File: config.mk
export PLATFORM = sky130hd
export DESIGN_NAME = pic_priority_core
export DESIGN_NICKNAME = d
export VERILOG_FILES = /design/src/rtl/pic_priority_core.sv
export SDC_FILE = /design/constraint.sdc
export NUM_CORES = 1
export LEC_CHECK = 0
export ABC_AREA = 1
export CORE_ASPECT_RATIO = 2
export CORE_MARGIN = 3
export CORE_UTILIZATION = 53
export CTS_CLUSTER_SIZE = 20
export DETAILED_ROUTE_END_ITERATION = 6
export HOLD_SLACK_MARGIN = 0.03
export PLACE_DENSITY = 0.83
export RECOVER_POWER = 50
export SLEW_MARGIN = 20
export SYNTH_ARGS = -nofsm -noshare
export SYNTH_HDL_FRONTEND = slang
export SYNTH_SLANG_ARGS = --single-unit
File: constraint.sdc
create_clock -name clk -period 2.25 [get_ports clk]
set_input_delay 0.675 -clock clk [delete_from_list [all_inputs] [get_ports clk]]
set_output_delay 0.675 -clock clk [all_outputs]
set_load 0.005 [all_outputs]
File: src/rtl/pic_priority_core.sv
`timescale 1ns/1ps
// pic_priority_core
// Interrupt-handling core of an 8259A-style controller. Holds IRR, ISR and
// IMR, resolves priority (fully nested, optionally rotating), drives the
// interrupt request and runs the two-pulse INTA vector sequence. It also
// executes the EOI / priority commands carried by OCW1..OCW3.
//
// Optional feature macro: PIC_ROTATE_EN
//   defined   - OCW2 rotate codes and rotate-in-AEOI move the lowest priority
//   undefined - lowest priority fixed at IR7 (IR0 highest), rotate codes only
//               perform their EOI action, set-priority is a no-op
//
// Ports
//   clk, reset         clock, asynchronous active-high reset
//   ir[7:0]            raw interrupt request lines
//   icw1_wr            re-initialisation strobe
//   init_done          ICW sequence complete; core inactive while low
//   ltim, aeoi         level-trigger mode, automatic EOI mode
//   vec_base[4:0]      vector bits T7..T3
//   ocw1/2/3_wr, wdata command strobes and their data byte
//   inta, a0           interrupt acknowledge strobe, read address select
//   int_req            registered interrupt request to the CPU
//   vec_out, vec_valid vector byte and its one-cycle valid pulse
//   rdata              combinational status read (IMR / ISR / IRR)
module pic_priority_core (
    input  logic       clk,
    input  logic       reset,
    input  logic [7:0] ir,
    input  logic       icw1_wr,
    input  logic       init_done,
    input  logic       ltim,
    input  logic       aeoi,
    input  logic [4:0] vec_base,
    input  logic       ocw1_wr,
    input  logic       ocw2_wr,
    input  logic       ocw3_wr,
    input  logic [7:0] wdata,
    input  logic       inta,
    input  logic       a0,
    output logic       int_req,
    output logic [7:0] vec_out,
    output logic       vec_valid,
    output logic [7:0] rdata
);

    localparam logic [0:0] ST_IDLE = 1'b0;
    localparam logic [0:0] ST_ACK1 = 1'b1;

    logic [7:0] irr_reg, isr_reg, imr_reg, ir_q_reg;
    logic [7:0] irr_next, isr_next;
    logic       read_sel_reg;
    logic [0:0] state_reg;
    logic [2:0] level_reg;
    logic       spurious_reg;
    logic [2:0] lowest_prio;

    // Returns {found, rank}: rank 0 is the highest-priority position, i.e.
    // the level just above lowest_prio.
    function automatic logic [3:0] top_rank(input logic [7:0] v, input logic [2:0] lp);
        logic [15:0] dbl;
        logic [7:0]  rot;
        logic [3:0]  res;
        dbl = {v, v} >> ({1'b0, lp} + 4'd1);
        rot = dbl[7:0];
        res = 4'b0000;
        for (int i = 7; i >= 0; i--) begin
            if (rot[i]) res = {1'b1, i[2:0]};
        end
        return res;
    endfunction

    logic [7:0] masked_req;
    logic       req_found, isr_found, pending;
    logic [2:0] req_rank, isr_rank, winner, isr_top;

    assign masked_req             = irr_reg & ~imr_reg;
    assign {req_found, req_rank}  = top_rank(masked_req, lowest_prio);
    assign {isr_found, isr_rank}  = top_rank(isr_reg, lowest_prio);
    assign winner                 = lowest_prio + 3'd1 + req_rank;
    assign isr_top                = lowest_prio + 3'd1 + isr_rank;
    assign pending                = req_found && (!isr_found || (req_rank < isr_rank));

    // Acknowledge sequencing; everything is frozen while init_done is low.
    logic       ack1_go, ack2_go, ocw2_go;
    logic [2:0] ocw2_cmd, ocw2_lvl;
    logic [7:0] ack_mask, eoi_mask, aeoi_mask;

    assign ack1_go  = init_done && inta && (state_reg == ST_IDLE);
    assign ack2_go  = init_done && inta && (state_reg == ST_ACK1);
    assign ocw2_go  = init_done && ocw2_wr;
    assign ocw2_cmd = wdata[7:5];
    assign ocw2_lvl = wdata[2:0];

    // A spurious acknowledge neither sets ISR nor clears IRR.
    assign ack_mask  = (ack1_go && pending) ? (8'b1 << winner) : 8'h00;
    assign aeoi_mask = (ack2_go && aeoi && !spurious_reg) ? (8'b1 << level_reg) : 8'h00;

    always_comb begin
        eoi_mask = 8'h00;
        if (ocw2_go) begin
            case (ocw2_cmd)
                3'b001, 3'b101: if (isr_found) eoi_mask = 8'b1 << isr_top;
                3'b011, 3'b111: eoi_mask = 8'b1 << ocw2_lvl;
                default:        eoi_mask = 8'h00;
            endcase
        end
    end

    // EOI clears first, then the acknowledge set, then the AEOI clear of
    // the level latched during the first pulse.
    assign isr_next = ((isr_reg & ~eoi_mask) | ack_mask) & ~aeoi_mask;

    // IRR per line: level mode follows ir; edge mode latches a rising edge
    // and drops when the line goes low. An acknowledge clear always wins.
    generate
        for (genvar gi = 0; gi < 8; gi++) begin : g_irr
            assign irr_next[gi] = ltim
                ? (ir[gi] & ~ack_mask[gi])
                : ((irr_reg[gi] | ~ir_q_reg[gi]) & ir[gi] & ~ack_mask[gi]);
        end
    endgenerate

    always_ff @(posedge clk or posedge reset) begin
        if (reset) begin
            irr_reg      <= 8'h00;
            isr_reg      <= 8'h00;
            imr_reg      <= 8'h00;
            ir_q_reg     <= 8'hFF;
            read_sel_reg <= 1'b0;
            state_reg    <= ST_IDLE;
            level_reg    <= 3'd0;
            spurious_reg <= 1'b0;
            int_req      <= 1'b0;
            vec_out      <= 8'h00;
            vec_valid    <= 1'b0;
        end else if (icw1_wr) begin
            // ir_q preset high so lines already asserted are not edges.
            irr_reg      <= 8'h00;
            isr_reg      <= 8'h00;
            imr_reg      <= 8'h00;
            ir_q_reg     <= 8'hFF;
            read_sel_reg <= 1'b0;
            state_reg    <= ST_IDLE;
            spurious_reg <= 1'b0;
            int_req      <= 1'b0;
            vec_valid    <= 1'b0;
        end else begin
            ir_q_reg  <= ir;
            irr_reg   <= irr_next;
            isr_reg   <= isr_next;
            int_req   <= pending && init_done;
            vec_valid <= ack2_go;
            if (init_done && ocw1_wr) imr_reg <= wdata;
            if (init_done && ocw3_wr && wdata[1]) read_sel_reg <= wdata[0];
            if (ack1_go) begin
                state_reg    <= ST_ACK1;
                level_reg    <= pending ? winner : 3'd7;
                spurious_reg <= !pending;
            end
            if (ack2_go) begin
                state_reg <= ST_IDLE;
                vec_out   <= {vec_base, level_reg};
            end
        end
    end

`ifdef PIC_ROTATE_EN
    logic [2:0] lowest_prio_reg, lowest_prio_next;
    logic       rot_aeoi_reg, rot_aeoi_next;

    assign lowest_prio = lowest_prio_reg;

    always_comb begin
        lowest_prio_next = lowest_prio_reg;
        rot_aeoi_next    = rot_aeoi_reg;
        if (ocw2_go) begin
            case (ocw2_cmd)
                3'b101:         if (isr_found) lowest_prio_next = isr_top;
                3'b111, 3'b110: lowest_prio_next = ocw2_lvl;
                3'b100:         rot_aeoi_next = 1'b1;
                3'b000:         rot_aeoi_next = 1'b0;
                default:        lowest_prio_next = lowest_prio_reg;
            endcase
        end
        // Automatic rotation follows the acknowledge, so it overrides an
        // OCW2 rotation landing in the same cycle.
        if ((aeoi_mask != 8'h00) && rot_aeoi_reg) lowest_prio_next = level_reg;
    end

    always_ff @(posedge clk or posedge reset) begin
        if (reset) begin
            lowest_prio_reg <= 3'd7;
            rot_aeoi_reg    <= 1'b0;
        end else if (icw1_wr) begin
            lowest_prio_reg <= 3'd7;
            rot_aeoi_reg    <= 1'b0;
        end else begin
            lowest_prio_reg <= lowest_prio_next;
            rot_aeoi_reg    <= rot_aeoi_next;
        end
    end
`else
    assign lowest_prio = 3'd7;
`endif

    assign rdata = a0 ? imr_reg : (read_sel_reg ? isr_reg : irr_reg);

endmodule

# Yosys cells after proc, flatten, opt, wreduce, memory -nomap -nowiden
# Index checks and enable logic that the tools add are counted.
# Widths: inputs -> output; s select.
[word_totals] register_bits=48 inputBits=32 out_inout_bits=18 wordCells=147
[op_classes] n_lt_le_gt_ge=1 n_eq_ne=4 n_shift=4 mux=46 n_bitwise=57 reduce_logical=24
[ops] operator="$mux 8" n=11
[ops] operator="$mux 4" n=16
[ops] operator="$shl 1x3->8 const A" n=4
[ops] operator="$and 1x1->1" n=24
[ops] operator="$and 8x8->8" n=3
[ops] operator="$not 8->8" n=3
[ops] operator="$not 1->1" n=18
[ops] operator="$mux 1" n=17
[ops] operator="$pmux 8 s2" n=1
[ops] operator="$logic_and 1x1->1" n=12
[ops] operator="$or 1x1->1" n=8
[ops] operator="$or 8x8->8" n=1
[ops] operator="$eq 3x3->1 const B" n=2
[ops] operator="$reduce_bool 2->1" n=3
[ops] operator="$reduce_and 2->1" n=2
[ops] operator="$reduce_or 2->1" n=2
[ops] operator="$eq 3x1->1 const B" n=1
[ops] operator="$eq 3x2->1 const B" n=1
[ops] operator="$logic_not 1->1" n=3
[ops] operator="$lt 3x3->1" n=1
[ops] operator="$mux 3" n=1
[ops] operator="$reduce_bool 3->1" n=1
[ops] operator="$logic_or 1x1->1" n=1

# Depth between registers and ports, before layout
[logic_depth] depth_word=19 mapped_depth=16

# Least setup slack after synthesis
# No wires, ideal clock.
[synth_path] kind="input to output" start="in a0" end="out rdata[3]" arrival_time_ps=1195 setup_slack_ps=380 stages=4 n_path_buf=1 cell_sequence="inv_1 -> clkbuf_1 -> o211ai_1 -> o21ai_0"
[synth_via] elab_chain_len=1
[synth_lines] element="from (decl)" line="39" source="input logic a0,"
[synth_lines] element="$mux 8" line="206" source="assign rdata = a0 ? imr_reg : (read_sel_reg ? isr_reg : irr_reg);"
[synth_lines] element="to (decl)" line="43" source="output logic [7:0] rdata"
# Every way passes these cells.

# Final worst setup path
# Ends and elaborated chain as after synthesis.

==> metrics <==
status=completed; RSZ-0062 raised after global routing=false; dpl hpwl=5975 µm; Yosys Warn Count=0; EDFF count, synth=0; WP data arrival=1.48 ns; clk sinks=48; n_diodes=0; cell chosen for the clock root=clkbuf_8; I/O Pins=50; CTS tree=yes; Max IR drop VDD=633.0 µV; Pleak=0.001748 µW; H-tree levels=2; DRT iter0 DRCs=101; Crit Path Category=input port to primary output; commonest non-fill, non-tap cells in the layout=nand2_1, inv_1, dfrtp_1; Seq/Total Area, Yosys=0.4416; Crit Path Max Fanout=9; Max clock buf depth=2; Detailed Routing Iterations Pass 1=4; Max-slew headroom=0.2187; initial antenna violation count=0; Area Growth Syn to Fin=27.51%; Die W=56.87 µm; Max Transition Viols Final=0; largest net degree at the start of global routing=49; Tcrit/Tclk final=0.9586; worst path required time=1.57 ns; Clk pin slew, worst setup/hold paths=0.08 ns; Min Hold Slack=0.4861 ns; max-cap viol count=0; post-route minimum period=2.157 ns; measured slew at the worst slew-check pin=1.172 ns; Yosys cell types=34; Placement Rows=36; vias in the first global route=2801; most common cell after layout, fill and taps aside=nand2_1; first-pass GRT wire length=12590 µm; WL/cell=15.46 µm; clock skew=0.009256 ns; #FFs+latches synth=48; clk_lat worst skew=0.32 ns; via count=2734; Post-synth ARST share=1.000; die area=6126 µm²; WL final=7560 µm; Post-synth top flop=dfrtp_1; Starting Density=0.5535; PwrDens=618.4 nW/µm²; cell area after synthesis=2743 µm²; final net count=464; Final Hold Fails=0; Global Route Usage Sum=0.2701; Mean Syn Cell Area=7.494 µm²; # setup viols final=0; DR vias/cell=5.591; startpoint type of the worst setup path=input port; worst hold path class=flop to flop; chip height=107.7 µm; PortBufs=49; post-route ant nets=0; FMAX=463.7 MHz; CP Capture Type=primary output; DRC viols=0; setup total negative slack=0 ns; gp weighted congestion=0.9472; Core ar.=4955 µm²; Synth Instances=366; CTS buffer count=5; Post-Syn Nets=399; layout cell share with drive strength beyond 1=0.1667; Overflow after GRT=0
-- power breakdown --
| part | internal, µW | total (µW) | leakage (µW) | switching, µW |
|---|---|---|---|---|
| Sequential | 955 | 1020 | 0.000611 | 67.4 |
| Clock | 220 | 533 | 0.0000404 | 312 |
| Combinational | 271 | 608 | 0.00110 | 337 |
| Total | 1450 | 2160 | 0.00175 | 716 |
-- kinds of logic (layout without fill, tap and decap cells) --
group | Yosys count | in the layout | synth area share
DFF | 48 | 48 | 0.4416
and+or+nand+nor | 186 | 186 | 0.3248
buffers and inverters | 69 | 135 | 0.09489
AOI/OAI and AO/OA | 62 | 62 | 0.1341
adders and majority gates | 1 | 1 | 0.004561
-- worst paths after layout --
check	start	to	slack, ns	depth (start not counted)
setup / recovery	a0	rdata[3]	0.09	7
hold reg to reg	vec_out[6]$_DFFE_PP0P_	vec_out[6]$_DFFE_PP0P_	0.49	2
min in group asynchronous	reset	vec_out[7]$_DFFE_PP0P_	1.18	3
max in group asynchronous	reset	int_req$_DFF_PP0_	0.36	3
hold / removal	vec_out[6]$_DFFE_PP0P_	vec_out[6]$_DFFE_PP0P_	0.49	2
setup reg to reg	isr_reg[0]$_DFF_PP0_	spurious_reg$_DFFE_PP0P_	0.15	13
-- repair_timing --
action / 4_1_cts / 5_1_grt
resized for setup: 17 / 5
hold buffers: 0 / 0
cloned: 0 / 0
buffers inserted: 3 / 1
pin swaps: 0 / 1
endpoints found under the setup margin: 8 / 7
-- critical path, cell delays in order --
cell and delay (ns):
buf_2 0.11, inv_4 0.05, buf_4 0.14, buf_4 0.13, o211ai_1 0.08, o21ai_1 0.08, clkdlybuf4s15_2 0.21
-- area by class of cell --
cell class | instances | area (µm²)
Clock buffer | 5 | 68.82
Clock inverter | 3 | 23.77
Fill cell | 415 | 1458
Inverter | 62 | 235.2
Multi-Input combinational cell | 249 | 1276
Sequential cell | 48 | 1211
Tap cell | 57 | 71.32
Timing Repair Buffer | 65 | 610.6
-- Yosys cell counts, types with 2 or more instances --
cell | n | area, µm²
a21oi_1 | 19 | 95.09
a31oi_1 | 2 | 12.51
clkbuf_1 | 6 | 22.52
dfrtp_1 | 40 | 1001
dfstp_2 | 8 | 210.2
inv_1 | 53 | 198.9
inv_2 | 9 | 33.78
nand2_1 | 101 | 379.1
nand2_2 | 9 | 56.30
nand3_1 | 15 | 75.07
nand3_2 | 4 | 40.04
nand3b_1 | 2 | 15.01
nand4_1 | 9 | 56.30
nand4_2 | 4 | 50.05
nor2_1 | 25 | 93.84
nor2_2 | 4 | 25.02
nor2_4 | 2 | 22.52
nor3_1 | 8 | 40.04
o211ai_1 | 6 | 45.04
o21ai_0 | 18 | 90.09
o21ai_1 | 2 | 10.01
o22ai_1 | 8 | 50.05
-- layer usage --
| layer | vias up | wire length, µm | track usage | share of wire |
|---|---|---|---|---|
| met5 | - | 0 | 0 | 0 |
| met4 | 0 | 585 | 0.2239 | 0.077 |
| met2 | 123 | 4016 | 0.4752 | 0.53 |
| met3 | 41 | 400 | 0.04082 | 0.053 |
| li1 | 1313 | - | - | - |
| met1 | 1257 | 2558 | 0.2698 | 0.34 |
-- per-stage QoR --
step	power, µW	cells	util	worst slack [ns]	instance area, µm²
4_1_cts	2179	488	0.7073	-0.001086	3505
6_report	2163	489	0.7058	0.09321	3497
5_1_grt	2292	489	0.7058	0.008197	3497
3_3_place_gp	1633	477	0.6846	-0.5181	3392
2_1_floorplan	1363	366	-	0.3798	2743
3_5_place_dp	1649	477	0.6846	-0.5476	3392
(Power assumes the default switching activity.)
